File: config.mk
export PLATFORM = sky130hd
export DESIGN_NAME = lfsr_rand_gen_flat
export DESIGN_NICKNAME = d
export VERILOG_FILES = /design/src/rtl/lfsr_rand_gen_if.sv /design/src/rtl/lfsr_rand_gen.sv /design/src/flat_wrapper.sv
export SDC_FILE = /design/constraint.sdc
export NUM_CORES = 1
export LEC_CHECK = 0
export BUFFER_PORTS_ARGS = -buffer_cell sky130_fd_sc_hd__buf_2
export CAP_MARGIN = 25
export CELL_PAD_IN_SITES_DETAIL_PLACEMENT = 0
export CELL_PAD_IN_SITES_GLOBAL_PLACEMENT = 2
export CORE_MARGIN = 3
export CORE_UTILIZATION = 34
export CTS_BUF_LIST = sky130_fd_sc_hd__clkbuf_16
export DETAILED_ROUTE_END_ITERATION = 12
export GPL_ROUTABILITY_DRIVEN = 0
export GPL_TIMING_DRIVEN = 0
export PLACE_DENSITY = 0.83
export SLEW_MARGIN = 10
export SYNTH_ARGS = -nofsm -noshare
export SYNTH_HDL_FRONTEND = slang
export SYNTH_SLANG_ARGS = --single-unit
File: constraint.sdc
create_clock -name clk -period 2 [get_ports clk]
set_input_delay 0.3 -clock clk [delete_from_list [all_inputs] [get_ports clk]]
set_output_delay 0.3 -clock clk [all_outputs]
set_load 0.02 [all_outputs]
File: src/rtl/lfsr_rand_gen_if.sv
// Random-value delivery channel: valid/ready handshake plus FIFO occupancy.
// The producer drives valid/data/count; the consumer drives ready.
interface lfsr_rand_gen_if #(
    parameter int BITS = 4,
    parameter int CW   = 3
);
    logic            rand_valid;
    logic            rand_ready;
    logic [BITS-1:0] rand_data;
    logic [CW-1:0]   rand_count;

    modport master (output rand_valid, output rand_data, output rand_count, input rand_ready);
    modport slave  (input rand_valid, input rand_data, input rand_count, output rand_ready);
endinterface

File: src/rtl/lfsr_rand_gen.sv
// Fibonacci-LFSR random source (BITS steps/cycle) feeding a DEPTH-entry FIFO; optional
// rejection sampling to [0, RANGE) when LFSR_RAND_REJECT_EN is defined. Push latency 1 edge;
// candidates are dropped when the FIFO is full and no pop happens in the same cycle.
module lfsr_rand_gen #(
    parameter int             N          = 16,
    parameter logic [N-1:0]   POLYNOMIAL = 16'hD008,
    parameter int             BITS       = 4,
    parameter logic [BITS:0]  RANGE      = 10,
    parameter int             DEPTH      = 4
) (
    input  logic                    clk,
    input  logic                    rst_n,
    input  logic                    seed_load_i,
    input  logic [N-1:0]            seed_i,
    output logic [N-1:0]            lfsr_state_o,
    lfsr_rand_gen_if.master         rnd
);
    localparam int AW = $clog2(DEPTH);
    localparam int CW = AW + 1;

    if (N < 3 || BITS < 1 || BITS > N) begin : g_bad_width
        $error("lfsr_rand_gen: need N >= 3 and 1 <= BITS <= N");
    end
    if (RANGE == 0 || int'(RANGE) > (1 << BITS)) begin : g_bad_range
        $error("lfsr_rand_gen: RANGE must lie in [1, 2**BITS]");
    end
    if (DEPTH < 2 || (1 << AW) != DEPTH) begin : g_bad_depth
        $error("lfsr_rand_gen: DEPTH must be a power of two >= 2");
    end

    logic [N-1:0]    state_q, state_d;
    logic [BITS-1:0] mem_q [DEPTH];
    logic [AW-1:0]   rd_q, wr_q;
    logic [CW-1:0]   cnt_q;
    logic [BITS-1:0] cand;
    logic            cand_ok;
    logic            pop;
    logic            push;

    // BITS single steps unrolled; all-ones is the absorbing state under XNOR feedback.
    always_comb begin
        state_d = state_q;
        for (int i = 0; i < BITS; i++) begin
            state_d = {state_d[N-2:0], ~^(POLYNOMIAL & state_d)};
        end
    end

    assign cand = state_d[N-1 -: BITS];

`ifdef LFSR_RAND_REJECT_EN
    assign cand_ok = ({1'b0, cand} < RANGE);
`else
    assign cand_ok = 1'b1;
`endif

    assign pop  = (cnt_q != '0) && rnd.rand_ready;
    assign push = cand_ok && ((cnt_q < CW'(DEPTH)) || pop);

    always_ff @(posedge clk or negedge rst_n) begin
        if (!rst_n) begin
            state_q <= '0;
            rd_q    <= '0;
            wr_q    <= '0;
            cnt_q   <= '0;
            for (int i = 0; i < DEPTH; i++) begin
                mem_q[i] <= '0;
            end
        end else if (seed_load_i) begin
            state_q <= (&seed_i) ? '0 : seed_i;
            rd_q    <= '0;
            wr_q    <= '0;
            cnt_q   <= '0;
        end else begin
            state_q <= state_d;
            if (push) begin
                mem_q[wr_q] <= cand;
                wr_q        <= wr_q + 1'b1;
            end
            if (pop) begin
                rd_q <= rd_q + 1'b1;
            end
            case ({push, pop})
                2'b10:   cnt_q <= cnt_q + 1'b1;
                2'b01:   cnt_q <= cnt_q - 1'b1;
                default: cnt_q <= cnt_q;
            endcase
        end
    end

    assign rnd.rand_valid = (cnt_q != '0);
    assign rnd.rand_data  = mem_q[rd_q];
    assign rnd.rand_count = cnt_q;
    assign lfsr_state_o   = state_q;
endmodule

File: src/flat_wrapper.sv
// flat-port wrapper written by rule: the top's interface ports become plain ports
module lfsr_rand_gen_flat 
#(
    parameter int             N          = 16,
    parameter logic [N-1:0]   POLYNOMIAL = 16'hD008,
    parameter int             BITS       = 4,
    parameter logic [BITS:0]  RANGE      = 10,
    parameter int             DEPTH      = 4
)
  (clk, rst_n, seed_load_i, seed_i, lfsr_state_o, rnd_rand_valid, rnd_rand_data, rnd_rand_count, rnd_rand_ready);
  lfsr_rand_gen_if #(.BITS(BITS), .CW((3))) rnd_i ();
  input  logic clk;
  input  logic rst_n;
  input  logic seed_load_i;
  input  logic [N-1:0] seed_i;
  output logic [N-1:0] lfsr_state_o;
  output wire logic [$bits(rnd_i.rand_valid)-1:0] rnd_rand_valid;
  output wire logic [$bits(rnd_i.rand_data)-1:0] rnd_rand_data;
  output wire logic [$bits(rnd_i.rand_count)-1:0] rnd_rand_count;
  input wire logic [$bits(rnd_i.rand_ready)-1:0] rnd_rand_ready;
  assign rnd_rand_valid = rnd_i.rand_valid;
  assign rnd_rand_data = rnd_i.rand_data;
  assign rnd_rand_count = rnd_i.rand_count;
  assign rnd_i.rand_ready = rnd_rand_ready;
  lfsr_rand_gen #(.N(N), .POLYNOMIAL(POLYNOMIAL), .BITS(BITS), .RANGE(RANGE), .DEPTH(DEPTH)) u_core (.clk(clk), .rst_n(rst_n), .seed_load_i(seed_load_i), .seed_i(seed_i), .lfsr_state_o(lfsr_state_o), .rnd(rnd_i));
endmodule
==> impl_metrics.toml, run 1 <==
[grt]
overflow = 0
grt_pass1_vias = 1383
grt_max_degree = 40
track_usage_pct = 14.12
antenna_found_initial = 0
grt_pass1_wl_um = 7024

[sta]
fmax_mhz = 575.7
min_period_ns = 1.737
slew_headroom_pct = 40.99
tightest_slew_ns = 0.8852
worst_slack_ns = 0.2629
tns_ns = 0
whs_ns = 0.1395
skew_ns = 0.003242
rsz0062_at_grt = "no"
finalHoldViolCount = 0
setup_viol_count_final = 0
finalCritPeriodShare_pct = 86.86
slew_violations = 0

[pwr]
power.leakage_nw = 1.175
totalPowerFinal_mw = 2.848
peakVddDrop_uv = 581.3
powerDensity_nw_per_um2 = 1194

[placed_design]
io_buffers = 42
hpwl_um = 3148
dpl_cell_area_um2 = 2252
dp.cells = 279
dp_slack_ns = 0.3413

[cells_and_area]
fin_util_pct = 44.72
final_cells = 286
syn2layout_area_growth_pct = 22.09
nets = 242
drive_above_1_share_pct = 35.65
fin_area_um2 = 2386
diodes = 0
nFillCells = 533

[clocking]
tritoncts = "built"
post-cts-setup-buffers = 0
numCtsBuffers = 5
postCtsHoldBufs = 0
cts-resized-gates = 0
clockBufferDepth = 2
clk_pin_slew_ns = 0.05
cts_max_level = 2
clock-root-buffer = "clkbuf_16"
clock_latency_ns = 0.27
clock-sinks = 39

[die]
die_height_um = 81.82
io_pins = 44
start_util_pct = 36.63
die_x_um = 81.82
rows = 26
dieArea_um2 = 6694
placeableCoreArea_um2 = 5335

[route]
routedWlPerCell_um = 14.81
drc_errors = 0
drtIter0Drc = 45
drt_pre_antenna_iters = 4
routed_wl_um = 4235
vias_per_cell = 4.622
final_antenna_net_count = 0
vias = 1322

[synth]
synth_seq_cells = 39
syn_area_um2 = 1954
synth_seq_area_share_pct = 49.94
synth_warnings = 0
ys_top_cells_by_area = "dfrtp_1, mux2_2, inv_1, o22ai_1, mux4_2"
synth_fp_nets = 193
yosysTopAreaCell = "dfrtp_1"
avgSynthCellArea_um2 = 11.70
synthCells = 167
synth_cell_types = 24
synth_top_area_share_pct = 49.94

[worst_setup_path]
path_max_fanout = 6
crit_required_ns = 1.70
arrival_ns = 1.44
end_kind = "output pin"
path_class = "flop to output pin"
cp-start-kind = "flop"

[hold_path]
worstHoldPathType = "primary input to asynchronous set/reset pin"

[status]
outcome = "finished clean"

[run]
cap_violations = 0
[cell usage in the layout, fill, tap and decap left out]
cell	count
mux2i_1	1
clkinv_2	1
buf_2	44
buf_6	1
nor3b_4	4
nor2b_1	3
nand2b_1	1
clkbuf_16	5
clkbuf_1	3
mux2_2	16
mux4_2	4
o31ai_1	1
buf_4	1
nand4_1	4
inv_1	36
o21ai_0	3
xnor2_1	9
ha_1	6
or4_1	1
clkinv_1	1
o22ai_1	16
xor2_1	4
o41ai_4	1
dfrtp_1	39
a21oi_1	5
nor2_1	3
nand3_1	3
[synthesized netlist by cell type]
master,instances
o21ai_0,3
nand2b_1,1
o31ai_1,1
inv_1,36
a21oi_1,5
clkbuf_1,3
buf_2,2
mux2i_1,1
nor2b_1,3
nand3_1,3
o41ai_4,1
buf_6,1
or4_1,1
dfrtp_1,39
nand4_1,4
o22ai_1,16
xnor2_1,9
xor2_1,4
nor3b_4,4
nor2_1,3
mux2_2,16
mux4_2,4
buf_4,1
ha_1,6
[per-layer routing]
| metal | up-vias | track usage (%) | routed length, um |
|---|---|---|---|
| met1 | 646 | 19.03 | 1985 |
| li1 | 651 | - | - |
| met5 | - | 0 | 0 |
| met2 | 19 | 22.29 | 2034 |
| met3 | 6 | 3.509 | 157 |
| met4 | 0 | 4.485 | 57 |
[layout make-up]
class                           count  area (um^2)  area share (%)
Sequential cell                    39        975.9           40.90
Multi-Input combinational cell     85        803.3           33.67
Timing Repair Buffer               42        210.2           8.810
Inverter                           36        135.1           5.663
Clock buffer                        5        125.1           5.244
Tap cell                           70        87.58           3.671
Buffer                              7        40.04           1.678
Clock inverter                      2        8.758          0.3671
[worst max-delay path: stages, from the launching register on]
cell	delay, ns
dfrtp_1	0.32
buf_4	0.16
mux4_2	0.51
buf_2	0.18
[state kept, by name, summed over array words and instances, names as in the netlist]
name                   flops
u_core.lfsr_state_o       16
u_core.mem_q              16
u_core.wr_q                2
u_core.rd_q                2
u_core.rnd.rand_count      3
[final timing paths]
path,slack [ns],to,depth (start not counted),from
min,0.14,u_core.lfsr_state_o[7]$_DFF_PN0_,1,rst_n
max,0.26,rnd_rand_data[3],3,u_core.rd_q[0]$_DFFE_PN0P_
max reg2reg,0.39,u_core.mem_q[3]$_DFFE_PN0P_,4,u_core.rnd.rand_count[2]$_DFFE_PN0P_
min reg2reg,0.50,u_core.mem_q[7]$_DFFE_PN0P_,1,u_core.mem_q[7]$_DFFE_PN0P_
max in group asynchronous,1.30,u_core.mem_q[11]$_DFFE_PN0P_,1,rst_n
min in group clk,0.26,u_core.lfsr_state_o[6]$_DFF_PN0_,3,seed_i[6]
[kinds of logic after synthesis]
kind of cell	synth area share, %
AO/OA/AOI/OAI	8.963
multiplexers	14.34
XOR/XNOR	5.826
adder cells (fa/ha/maj)	3.841
buffers and inverters	8.963
flip-flops	49.94
AND/OR/NAND/NOR	8.130
[power by group]
group	switching, mW	internal, mW	leakage [nW]
Combinational	0.484	0.462	0.625
Clock	0.281	0.447	0.0671
Sequential	0.155	1.02	0.483
Total	0.919	1.93	1.17
Note: power is estimated with default switching activity, not from simulation.
==> run 2, diff against run 1 <==
CORE_UTILIZATION = 30   (was 34)
PLACE_DENSITY = 0.75   (was 0.83)
==> impl_metrics.toml, run 2 (synthesized netlist as in run 1, its figures left out) <==
[status]
outcome = "finished clean"

[die]
die_height_um = 86.71
start_util_pct = 32.06
dieArea_um2 = 7519
io_pins = 44
placeableCoreArea_um2 = 6096
rows = 28
die_x_um = 86.71

[pwr]
pwr-share-seq_pct = 39.2
powerDensity_nw_per_um2 = 1237
netSwitchingFraction_pct = 31.12
combinationalPowerShare_pct = 31.5
power.switching_uw = 932.2
clockPowerShare_pct = 29.2
power.leakage_nw = 1.189
intPower_mw = 2.063
peakVddDrop_uv = 430.9

[worst_setup_path]
cp_num_buf_inv = 2
reg2reg_to = "u_core.mem_q[14]$_DFFE_PN0P_"
cp_cell_sequence = "buf_4, mux4_2, buf_2"
slowest_delay_ns = 0.51
path_class = "flop to output pin"
reg2reg_depth = 4
cpLargestDelayFamily = "multiplexers"
end_kind = "output pin"
crit_slowest_cell = "mux4_2"
cp-start-kind = "flop"
crit-reg2reg-launch = "u_core.rnd.rand_count[2]$_DFFE_PN0P_"
crit_required_ns = 1.70
r2r_setup_slack_ns = 0.41
path_max_fanout = 6
arrival_ns = 1.43

[sta]
setup_viol_count_final = 0
finalCritPeriodShare_pct = 86.45
fmax_mhz = 578.4
slew_violations = 0
rsz0062_at_grt = "no"
finalHoldViolCount = 0
min_period_ns = 1.729
tightest_slew_ns = 0.8608
tns_ns = 0
slew_headroom_pct = 42.61
skew_ns = 0.002758

[clocking]
clock-sinks = 39
cts-resized-gates = 0
cts_max_level = 2
postCtsHoldBufs = 0
clk_pin_slew_ns = 0.06
clock_latency_ns = 0.27
clockBufferDepth = 2
clock-root-buffer = "clkbuf_16"
numCtsBuffers = 5
post-cts-setup-buffers = 0
tritoncts = "built"

[grt]
antenna_found_initial = 0
grt_max_degree = 40
overflow = 0
track_usage_pct = 12.40
grt_pass1_wl_um = 7072
grt_pass1_vias = 1362

[cells_and_area]
syn2layout_area_growth_pct = 23.94
drive_above_1_share_pct = 35.94
final_cell_mix = "buf_2, dfrtp_1, inv_1, o22ai_1, mux2_2"
layout_commonest_cell = "buf_2"
final_cells = 292
nets = 242
diodes = 0
nFillCells = 621

[placed_design]
dp.cells = 284
hpwl_um = 3142
io_buffers = 42

[route]
drt_pre_antenna_iters = 3
drtIter0Drc = 56
vias_per_cell = 4.469
routed_wl_um = 4231
routedWlPerCell_um = 14.49
final_antenna_net_count = 0
vias = 1305
drc_errors = 0

[hold_path]
worstHoldPathType = "primary input to asynchronous set/reset pin"

[run]
cap_violations = 0
run 2: cell types whose count changed in the layout (fill, tap and decap cells not counted):
cell | previous run | this run
bufinv_16 | 0 | 1
run 2: metrics by stage:
stage	setup slack, ns	util, %	instance area (um^2)	hold WS, ns	total power, mW
after floorplan	0.4599	-	1954	0.004409	1.858
after global placement	0.3288	37.05	2258	0.4770	2.133
after detailed placement	0.3226	37.05	2258	0.4797	2.152
after CTS	0.2476	39.74	2422	0.1845	3.037
after global routing	0.1372	39.74	2422	0.2090	3.199
final	0.2711	39.74	2422	0.1378	2.995
run 2: area by class of cell:
class / instances / area (um^2) / area share (%)
timing repair buffer: 42 / 210.2 / 8.678
sequential: 39 / 975.9 / 40.29
clock inverter: 3 / 38.79 / 1.601
clock buffer: 5 / 125.1 / 5.165
multi-input combinational: 85 / 803.3 / 33.16
buffer: 7 / 40.04 / 1.653
inverter: 36 / 135.1 / 5.579
tap: 75 / 93.84 / 3.874
run 2: power by group through the flow:
stage / registers [mW] / logic (mW) / clock network, mW
after floorplan: 1.23 / 0.627 / 0
after global placement: 1.18 / 0.949 / 0
after detailed placement: 1.19 / 0.961 / 0
after CTS: 1.18 / 0.964 / 0.896
after global routing: 1.22 / 1.04 / 0.941
final: 1.18 / 0.944 / 0.876
run 2: how the worst max path moves through the flow:
| stage | from | endpoint | slack (ns) | cells after the start |
|---|---|---|---|---|
| after floorplan | u_core.rnd.rand_count[2]$_DFFE_PN0P_ | u_core.mem_q[0]$_DFFE_PN0P_ | 0.46 | 4 |
| after global placement | seed_i[10] | u_core.lfsr_state_o[11]$_DFF_PN0_ | 0.33 | 5 |
| after detailed placement | seed_i[14] | u_core.lfsr_state_o[7]$_DFF_PN0_ | 0.32 | 5 |
| after CTS | u_core.rd_q[0]$_DFFE_PN0P_ | rnd_rand_data[3] | 0.25 | 3 |
| after global routing | u_core.rnd.rand_count[0]$_DFFE_PN0P_ | rnd_rand_valid | 0.14 | 5 |
| final | u_core.rd_q[0]$_DFFE_PN0P_ | rnd_rand_data[3] | 0.27 | 3 |
run 2: metal layers:
metal  share of wire [%]  up-vias  routed length [um]  track usage, %
met1                  48      626                2014           17.15
li1                    -      663                   -               -
met2                  48       14                2047           18.64
met3                 3.0        2                 129           3.517
met4                0.92        0                  39           4.249
met5                   0        -                   0               0
